`config.mk`:
```
export PLATFORM = sky130hd
export DESIGN_NAME = ristretto_fetch_stage
export DESIGN_NICKNAME = d
export VERILOG_FILES = /design/src/rtl/ristretto_fetch_stage_pkg.sv /design/src/rtl/ristretto_fetch_fifo.sv /design/src/rtl/ristretto_fetch_stage.sv
export SDC_FILE = /design/constraint.sdc
export NUM_CORES = 1
export LEC_CHECK = 0
export ABC_AREA = 1
export CORE_MARGIN = 2
export CORE_UTILIZATION = 55
export DETAILED_ROUTE_END_ITERATION = 10
export GPL_TIMING_DRIVEN = 0
export PLACE_DENSITY = 0.85
export SETUP_SLACK_MARGIN = 0.3
export SYNTH_ARGS = -nofsm -noshare
export SYNTH_HDL_FRONTEND = slang
export SYNTH_HIERARCHICAL = 1
export SYNTH_SLANG_ARGS = --single-unit
```
`constraint.sdc`:
```
create_clock -name clk_i -period 7.95 [get_ports clk_i]
set_clock_uncertainty 0.15 [all_clocks]
set_input_delay 0.795 -clock clk_i [delete_from_list [all_inputs] [get_ports clk_i]]
set_output_delay 0.795 -clock clk_i [all_outputs]
set_load 0.01 [all_outputs]
```
`src/rtl/ristretto_fetch_stage_pkg.sv`:
```
// Shared types and constants for the ristretto instruction fetch stage.
//   fetch_entry_t : one buffered fetch result {instr, pc, err}
//   fetch_state_e : request-side FSM states
//   NOP_INSTR     : word presented to decode while nothing is buffered
//   word_align()  : clears the byte-offset bits of an address
package ristretto_fetch_stage_pkg;

  localparam logic [31:0] NOP_INSTR = 32'h0000_0013;

  typedef struct packed {
    logic [31:0] instr;
    logic [31:0] pc;
    logic        err;
  } fetch_entry_t;

  typedef enum logic [1:0] {
    FETCH_BOOT = 2'd0,
    FETCH_RUN  = 2'd1,
    FETCH_HOLD = 2'd2
  } fetch_state_e;

  function automatic logic [31:0] word_align(input logic [31:0] a);
    return a & 32'hFFFF_FFFC;
  endfunction

endpackage

```
`src/rtl/ristretto_fetch_fifo.sv`:
```
// Small synchronous FIFO used for the prefetch buffer and the in-flight PC queue.
// Ports:
//   clk_i, rst_n_i : clock, synchronous active-low reset (pointers/count only)
//   push_i, data_i : write an entry (accepted when not full, or full with pop)
//   pop_i          : drop the head entry (ignored when empty)
//   flush_i        : empty the FIFO; wins over push/pop in the same cycle
//   full_o, empty_o, count_o : occupancy
//   head_o         : oldest entry, valid when !empty_o
module ristretto_fetch_fifo
  import ristretto_fetch_stage_pkg::*;
#(
  parameter int  DEPTH = 2,
  parameter type T     = fetch_entry_t
) (
  input  logic                     clk_i,
  input  logic                     rst_n_i,
  input  logic                     push_i,
  input  T                         data_i,
  input  logic                     pop_i,
  input  logic                     flush_i,
  output logic                     full_o,
  output logic                     empty_o,
  output logic [$clog2(DEPTH):0]   count_o,
  output T                         head_o
);

  localparam int PW = $clog2(DEPTH);

  logic [PW-1:0] r_wr_ptr;
  logic [PW-1:0] r_rd_ptr;
  logic [PW:0]   r_count;
  T              r_mem [DEPTH];

  logic w_push;
  logic w_pop;

  assign full_o  = (r_count == (PW+1)'(DEPTH));
  assign empty_o = (r_count == '0);
  assign count_o = r_count;
  assign head_o  = r_mem[r_rd_ptr];

  // Full + push is accepted only when the head leaves in the same cycle.
  assign w_pop  = pop_i & ~empty_o;
  assign w_push = push_i & (~full_o | w_pop);

  always_ff @(posedge clk_i) begin
    if (!rst_n_i || flush_i) begin
      r_wr_ptr <= '0;
      r_rd_ptr <= '0;
      r_count  <= '0;
    end else begin
      if (w_push) r_wr_ptr <= r_wr_ptr + PW'(1);
      if (w_pop)  r_rd_ptr <= r_rd_ptr + PW'(1);
      r_count <= r_count + (PW+1)'(w_push) - (PW+1)'(w_pop);
    end
  end

  // Storage carries no reset; occupancy alone decides what is valid.
  always_ff @(posedge clk_i) begin
    if (w_push && !flush_i) r_mem[r_wr_ptr] <= data_i;
  end

endmodule

```
`src/rtl/ristretto_fetch_stage.sv`:
```
// RV32I instruction fetch stage: owns the fetch PC, issues word requests on
// the imem req/gnt + in-order rvalid port, buffers responses in a prefetch
// FIFO and hands them to decode with a valid/stall handshake. A redirect
// flushes the buffer and drops every response still in flight.
// Ports:
//   clk_i, rst_n_i                 : clock, synchronous active-low reset
//   imem_req_o/addr_o/gnt_i        : request phase (word aligned address)
//   imem_rvalid_i/rdata_i/err_i    : response phase, in request order
//   redirect_i, redirect_pc_i      : flush and refetch from a new PC
//   dec_stall_i                    : decode cannot accept this cycle
//   dec_valid_o/instr_o/pc_o/err_o : instruction handed to decode
module ristretto_fetch_stage
  import ristretto_fetch_stage_pkg::*;
#(
  parameter logic [31:0] BOOT_ADDR  = 32'h0000_0000,
  parameter int          FIFO_DEPTH = 2
) (
  input  logic        clk_i,
  input  logic        rst_n_i,
  output logic        imem_req_o,
  output logic [31:0] imem_addr_o,
  input  logic        imem_gnt_i,
  input  logic        imem_rvalid_i,
  input  logic [31:0] imem_rdata_i,
  input  logic        imem_err_i,
  input  logic        redirect_i,
  input  logic [31:0] redirect_pc_i,
  input  logic        dec_stall_i,
  output logic        dec_valid_o,
  output logic [31:0] dec_instr_o,
  output logic [31:0] dec_pc_o,
  output logic        dec_err_o
);

  localparam int CW = $clog2(FIFO_DEPTH) + 1;

  fetch_state_e r_state;
  logic [31:0]  r_fetch_pc;
  logic [31:0]  r_hold_pc;
  logic [CW-1:0] r_outstanding;
  logic [CW-1:0] r_discard;
  logic          r_pending;

  logic          w_gnt_acc;
  logic          w_rsp_acc;
  logic          w_drop;
  logic          w_push;
  logic          w_pop;
  logic          w_room;
  logic [CW:0]   w_used;
  logic [CW-1:0] w_out_nxt;
  logic [31:0]   w_redirect_pc;

  logic          w_fifo_full;
  logic          w_fifo_empty;
  logic [CW-1:0] w_fifo_count;
  fetch_entry_t  w_push_entry;
  fetch_entry_t  w_head;

  logic          w_pcq_full;
  logic          w_pcq_empty;
  logic [CW-1:0] w_pcq_count;
  logic [31:0]   w_pcq_head;

  assign w_redirect_pc = word_align(redirect_pc_i);

  // Decode handshake; a redirect hides the stale head in its own cycle.
  assign dec_valid_o = ~w_fifo_empty & ~redirect_i;
  assign w_pop       = dec_valid_o & ~dec_stall_i;
  assign dec_instr_o = w_fifo_empty ? NOP_INSTR : w_head.instr;
  assign dec_pc_o    = w_fifo_empty ? 32'h0     : w_head.pc;
  assign dec_err_o   = w_fifo_empty ? 1'b0      : w_head.err;

  // Buffered plus in-flight words must fit the FIFO; the slot freed by this
  // cycle's pop is credited so a 1-cycle memory sustains one word per cycle.
  assign w_used = {1'b0, w_fifo_count} + {1'b0, r_outstanding} - (CW+1)'(w_pop);
  assign w_room = (w_used < (CW+1)'(FIFO_DEPTH));

  // A request left ungranted stays up (r_pending); a fresh one is not raised
  // in a redirect cycle, so only an already-pending request can carry the
  // old PC past a redirect.
  always_comb begin
    imem_req_o = 1'b0;
    unique case (r_state)
      FETCH_RUN:  imem_req_o = r_pending | (w_room & ~redirect_i);
      FETCH_HOLD: imem_req_o = 1'b1;
      default:    imem_req_o = 1'b0;
    endcase
  end
  assign imem_addr_o = r_fetch_pc;

  assign w_gnt_acc = imem_req_o & imem_gnt_i;
  // A response with nothing outstanding is a protocol error and is ignored.
  assign w_rsp_acc = imem_rvalid_i & (r_outstanding != '0);
  assign w_drop    = w_rsp_acc & (r_discard != '0);
  assign w_push    = w_rsp_acc & ~w_drop & ~redirect_i;
  assign w_out_nxt = r_outstanding + CW'(w_gnt_acc) - CW'(w_rsp_acc);

  assign w_push_entry = '{instr: imem_rdata_i, pc: w_pcq_head, err: imem_err_i};

  always_ff @(posedge clk_i) begin
    if (!rst_n_i) begin
      r_state       <= FETCH_BOOT;
      r_fetch_pc    <= word_align(BOOT_ADDR);
      r_outstanding <= '0;
      r_discard     <= '0;
      r_pending     <= 1'b0;
    end else begin
      r_outstanding <= w_out_nxt;
      r_pending     <= imem_req_o & ~imem_gnt_i;

      // Everything still in flight after a redirect is stale. In HOLD the
      // held request is stale too, so its grant adds one more to drop.
      if (redirect_i)
        r_discard <= w_out_nxt;
      else if (r_state == FETCH_HOLD && w_gnt_acc)
        r_discard <= r_discard + CW'(1) - CW'(w_drop);
      else
        r_discard <= r_discard - CW'(w_drop);

      unique case (r_state)
        FETCH_BOOT: begin
          r_state <= FETCH_RUN;
          if (redirect_i) r_fetch_pc <= w_redirect_pc;
        end
        FETCH_RUN: begin
          if (redirect_i && imem_req_o && !imem_gnt_i)
            r_state <= FETCH_HOLD;
          else if (redirect_i)
            r_fetch_pc <= w_redirect_pc;
          else if (w_gnt_acc)
            r_fetch_pc <= r_fetch_pc + 32'd4;
        end
        FETCH_HOLD: begin
          if (imem_gnt_i) begin
            r_state    <= FETCH_RUN;
            r_fetch_pc <= redirect_i ? w_redirect_pc : r_hold_pc;
          end
        end
        default: r_state <= FETCH_BOOT;
      endcase
    end
  end

  // Latched redirect target while the old request waits for its grant.
  always_ff @(posedge clk_i) begin
    if ((r_state == FETCH_RUN && redirect_i && imem_req_o && !imem_gnt_i) ||
        (r_state == FETCH_HOLD && redirect_i && !imem_gnt_i))
      r_hold_pc <= w_redirect_pc;
  end

  ristretto_fetch_fifo #(
    .DEPTH (FIFO_DEPTH),
    .T     (fetch_entry_t)
  ) u_data_fifo (
    .clk_i   (clk_i),
    .rst_n_i (rst_n_i),
    .push_i  (w_push),
    .data_i  (w_push_entry),
    .pop_i   (w_pop),
    .flush_i (redirect_i),
    .full_o  (w_fifo_full),
    .empty_o (w_fifo_empty),
    .count_o (w_fifo_count),
    .head_o  (w_head)
  );

  // PCs in request order; popped by every response, including dropped ones,
  // so it is never flushed.
  ristretto_fetch_fifo #(
    .DEPTH (FIFO_DEPTH),
    .T     (logic [31:0])
  ) u_pc_queue (
    .clk_i   (clk_i),
    .rst_n_i (rst_n_i),
    .push_i  (w_gnt_acc),
    .data_i  (r_fetch_pc),
    .pop_i   (w_rsp_acc),
    .flush_i (1'b0),
    .full_o  (w_pcq_full),
    .empty_o (w_pcq_empty),
    .count_o (w_pcq_count),
    .head_o  (w_pcq_head)
  );

`ifndef SYNTHESIS
  a_rvalid_without_request: assert property (@(posedge clk_i) disable iff (!rst_n_i)
    imem_rvalid_i |-> (r_outstanding != '0));
  a_pcq_tracks_outstanding: assert property (@(posedge clk_i) disable iff (!rst_n_i)
    (w_pcq_count == r_outstanding));
  a_pcq_no_overflow: assert property (@(posedge clk_i) disable iff (!rst_n_i)
    !(w_gnt_acc && w_pcq_full));
  a_pcq_has_pc: assert property (@(posedge clk_i) disable iff (!rst_n_i)
    w_rsp_acc |-> !w_pcq_empty);
  a_fifo_no_overflow: assert property (@(posedge clk_i) disable iff (!rst_n_i)
    !(w_push && w_fifo_full && !w_pop));
`endif

endmodule
```
-- Word level (Yosys, flattened, before mapping)
Memory sizes are Yosys's and may differ from the RTL's. A register that Yosys moved wholly into a read port is not among the register bits.
Cells that the tools add are included.
- RAM bits: 194
- bits of input ports: 71
- register bits after elaboration: 77
- memories kept: 2
- output and inout port bits: 99
- eq/ne operators: 9
- muxes and demuxes: 24
- $lt $le $gt $ge: 1
- reduce and logical (&&, ||, !) cells: 22
- add/subtract/negate cells: 16
- bitwise operators: 24
- memory list (memory ; depth ; bits a word ; read ports ; clocked after Yosys merged registers in ; write ports ; line ; source):
    u_data_fifo.r_mem ; 2 ; 65 ; 1 ; 1 ; 1 ; ristretto_fetch_fifo.sv:32 ; T r_mem [DEPTH];
    u_pc_queue.r_mem ; 2 ; 32 ; 1 ; 1 ; 1 ; ristretto_fetch_fifo.sv:32 ;
- operator list (operator ; count):
    32-bit two-way mux ; 8
    32-bit case mux with 3 select lines ; 1
    32-bit by 3-bit adder with 32-bit output, second input constant ; 1
    1-bit bitwise AND ; 13
    2-bit by 1-bit subtractor with 2-bit output ; 5
    1-bit logical AND ; 9
    1-bit two-way mux ; 9
    2-bit two-way mux ; 4
    2-bit != test, second input constant ; 4
    1-bit NOT ; 8
    2-bit by 1-bit adder with 2-bit output ; 3
    2-bit equality test, second input constant ; 3
    2-bit logical NOT ; 3
    2-bit case mux with 3 select lines ; 1
    5-bit AND reduction ; 1
    1-bit adder, second input constant ; 4
    2-bit nonzero test ; 2
    2-bit by 2-bit adder with 3-bit output ; 1
    1-bit logical NOT ; 3
    3-bit by 2-bit less-than comparator with 1-bit output, second input constant ; 1
    3-bit by 2-bit != test with 1-bit output, second input constant ; 1
    1-bit OR ; 3
    3-bit nonzero test ; 1
    3-bit by 1-bit subtractor with 3-bit output ; 1
    5 further kinds ; 6

-- Depth between registers and ports, before layout
- depth in word-level cells: 14
- gate-level depth with buffers: 19
- gate-level depth less buffers: 18

-- Modules after synthesis
Netlist, hierarchy kept.
- by module, submodules not included (module ; cells an instance ; times used ; area each (um2)):
    ristretto_fetch_fifo (u_data_fifo) ; 236 ; 1 ; 5134.9
    ristretto_fetch_stage ; 767 ; 1 ; 4822.1
    ristretto_fetch_fifo (u_pc_queue) ; 134 ; 1 ; 2721.4

-- Worst setup path before layout
Ideal clock, no wire load.
- path type: input port to flip-flop
- start point: in redirect_i
- end point: mem u_data_fifo/r_mem[0][0] in the netlist's numbering, enable pin
- path buffers: 2
- stages on the path: 5
- arrival time: 6.096 ns
- required time: 7.232 ns
- path slack: 1.137 ns
- path through: buf_2 > buf_2 > nor4_1 > nand2_1 > nor3_1
- elaborated cells on any way between the ends: 11
- RTL lines (element ; line ; source):
    start, declared ; ristretto_fetch_stage.sv:26 ; input logic redirect_i,
    1-bit NOT ; ristretto_fetch_stage.sv:96 ; assign w_push = w_rsp_acc & ~w_drop & ~redirect_i;
    1-bit bitwise AND ; ristretto_fetch_stage.sv:96 ;
    net w_push ; ristretto_fetch_stage.sv:47 ; logic w_push;
    1-bit bitwise AND ; ristretto_fetch_fifo.sv:44 ; assign w_push = push_i & (~full_o | w_pop);
    1-bit logical AND ; ristretto_fetch_fifo.sv:60 ; if (w_push && !flush_i) r_mem[r_wr_ptr] <= data_i;
    1-bit two-way mux ; ristretto_fetch_fifo.sv:60 ;
    1-bit two-way mux (not written as such) ; ristretto_fetch_fifo.sv:60 ;
    end, declared ; ristretto_fetch_fifo.sv:32 ;
The timed path passes the listed nets, and every way through them passes these cells.

-- Final worst setup path
- start point: in redirect_i
- end point: out imem_req_o
- word-level cells in the longest chain between the ends: 8
- RTL lines (element ; line ; source):
    1-bit NOT ; ristretto_fetch_stage.sv:68 ; assign dec_valid_o = ~w_fifo_empty & ~redirect_i;
    1-bit bitwise AND ; ristretto_fetch_stage.sv:68 ;
    1-bit bitwise AND ; ristretto_fetch_stage.sv:69 ; assign w_pop = dec_valid_o & ~dec_stall_i;
    net w_pop ; ristretto_fetch_stage.sv:48 ; logic w_pop;
    3-bit by 1-bit subtractor with 3-bit output ; ristretto_fetch_stage.sv:76 ; assign w_used = {1'b0, w_fifo_count} + {1'b0, r_outstanding} - (CW+1)'(w_pop);
    3-bit by 2-bit less-than comparator with 1-bit output ; ristretto_fetch_stage.sv:77 ; assign w_room = (w_used < (CW+1)'(FIFO_DEPTH));
    1-bit bitwise AND ; ristretto_fetch_stage.sv:85 ; FETCH_RUN: imem_req_o = r_pending | (w_room & ~redirect_i);
    1-bit OR ; ristretto_fetch_stage.sv:85 ;
    1-bit case mux with 2 select lines ; ristretto_fetch_stage.sv:84 ; unique case (r_state)
    end, declared ; ristretto_fetch_stage.sv:20 ; output logic imem_req_o,
The timed path passes the listed nets, and every way through them passes these cells.

==> results.toml <==
[sta]
fin_ws_ns = 2.79
slew_viol_final = 0
grt_setup_unrepaired = "no"
hold_violations = 0
setup_violations = 0
fmax_ghz = 0.194
tightest_slew_ns = 0.712
slew_headroom = 0.525
min_period_ns = 5.16
min_period_over_period = 0.649

[placement]
port_buffers = 165
place_hpwl_um = 21300
gp_congestion = 1.01
pre_cts_slack_ns = 2.77

[route]
wl_per_cell_um = 17.8
routed_wl_um = 29500
drt_first_iter_violations = 693
drc_errors = 0
firstDrtPassIters = 5
vias = 8878
drt.antenna.violating_nets = 0
via_per_inst = 5.34

[global_routing]
grt_pass1_vias = 8730
grt_max_degree = 23
gr-total-overflow = 0
grt_usage = 0.242
antenna_found_initial = 0
grt_pass1_wl_um = 46000

[clock_network]
cts_max_level = 1
cts-root-buf = "clkbuf_16"
clock_path_buffers = 3
cts_sinks = 271
clock_latency_ns = 0.54
cts_resized = 0
ctsHoldBuffers = 0
clk_pin_slew_ns = 0.06
cts_setup_buffers = 0
cts_tree = "done"
cts_buffers = 28

[worst_hold_path]
hp-class = "reg2reg"

[power_and_ir_drop]
power-per-cell-area_mw_per_mm2 = 276
peakVddDrop_mv = 0.266
leakage_nw = 6.03
total_power_mw = 4.38

[setup_path]
crit_path_cell_trace = "clkdlybuf4s50_1 > buf_2 > buf_2 > nor3_1 > ha_1 > inv_1 > nand2_1 > fa_1 > nand3_1 > o21ai_2 > nand2_1 > inv_1 > clkdlybuf4s50_1"
crit_arrival_ns = 4.21
path_max_fanout = 10
end_kind = "output port"
worstSetupStartpointType = "primary input"
cp_slowest_cell = "clkdlybuf4s50_1"
crit_required_ns = 7.01
cp_num_buf_inv = 6
critPathKind = "in2out"
reg2reg_slack_ns = 3.68
cpPeakStageDelay_ns = 0.72
crit_family = "buffers and inverters"

[die]
die_w_um = 156
die_height_um = 156
core_area_mm2 = 0.0226
fp.dieArea_mm2 = 0.0243
initial_core_util = 0.559
ioPinCount = 170
rows = 55

[flow_run]
maxCapViolCount = 0

[layout]
nets = 1440
area_growth_pct = 25.3
antenna_cells = 0
drive_above_1_share = 0.160

[status]
status = "complete, no violations"

[yosys]
syn_inst = 1133
netlist_area_mm2 = 0.0127
yosys_warnings = 6
avgSynthCellArea_um2 = 11.2
[worst reg2reg max path, stage by stage, from the launching register on]
cell	delay [ns]
dfxtp_1	0.35
nor2_1	0.38
clkbuf_1	0.56
nor3_1	0.17
ha_1	0.32
inv_1	0.05
nand2_1	0.05
fa_1	0.48
nand3_1	0.11
o21ai_2	0.19
nand3_2	0.14
inv_1	0.12
nand2_1	0.13
nor3_2	0.38
buf_6	0.22
buf_6	0.18
[sequential cells by signal, indices dropped and copies added, names as in the netlist, named ones only]
register	cells
imem_addr_o	30
r_discard	2
r_hold_pc	30
r_outstanding	2
r_pending	1
r_state	2
u_data_fifo/count_o	2
u_data_fifo/r_mem	130
u_data_fifo/r_rd_ptr	1
u_data_fifo/r_wr_ptr	1
u_pc_queue/count_o	2
u_pc_queue/r_mem	64
u_pc_queue/r_rd_ptr	1
u_pc_queue/r_wr_ptr	1
[placed cells by master (no fill, tap or decap), drive strengths merged, types with 3 or more instances in the layout]
cell type and n:
edfxtp 224, nand2 224, nor2 168, clkdlybuf4s50 165
inv 131, mux2 97, a21oi 66, o21ai 57
clkbuf 48, dfxtp 47, buf 45, nand3 22
ha 13, clkinv 11, conb 9, xor2 6
a221oi 6, nor3 6, or2 5, nand4 5
a22o 3, xnor2 3, bufinv 3
[per-stage QoR]
step / setup TNS [ns] / utilization / hold slack [ns] / cells / area, um2
final: 0 / 0.701 / 0.321 / 1661 / 15900
after floorplan: 0 / - / 0.281 / 1141 / 12700
after detailed placement: 0 / 0.661 / 0.298 / 1610 / 15000
after CTS: 0 / 0.701 / 0.317 / 1661 / 15900
after global placement: -302.66 / 0.649 / 0.293 / 1591 / 14700
after global routing: 0 / 0.701 / 0.361 / 1661 / 15900
[final timing paths]
| path | cells past startpoint | start | endpoint |
|---|---|---|---|
| worst min register to register | 1 | u_data_fifo/r_rd_ptr | u_data_fifo/r_rd_ptr |
| worst min-delay path | 1 | u_data_fifo/r_rd_ptr | u_data_fifo/r_rd_ptr |
| worst max register to register | 15 | u_data_fifo/count_o[1] | u_pc_queue/r_mem[1][2] |
| worst max-delay path | 13 | redirect_i | imem_req_o |
[routing by layer]
metal,global-route usage,vias up,share of wire
met1,0.312,4209,0.41
li1,-,4267,-
met3,0.0394,54,0.071
met2,0.423,348,0.50
met5,0,-,0
met4,0.0725,0,0.025
[power breakdown]
part | total, mW | switching, mW | internal (mW)
Sequential | 1.92 | 0.213 | 1.70
Combinational | 1.17 | 0.689 | 0.479
Clock | 1.29 | 0.532 | 0.762
Total | 4.38 | 1.43 | 2.94
[area by class of cell]
cell class	instances	area (um2)
Sequential cell	271	7670
Buffer	41	307
Fill cell	1579	6770
Tap cell	285	357
Inverter	129	487
Clock buffer	33	741
Timing Repair Buffer	184	1870
Multi-Input combinational cell	700	4260
Clock inverter	18	170
(Power assumes the default switching activity.)
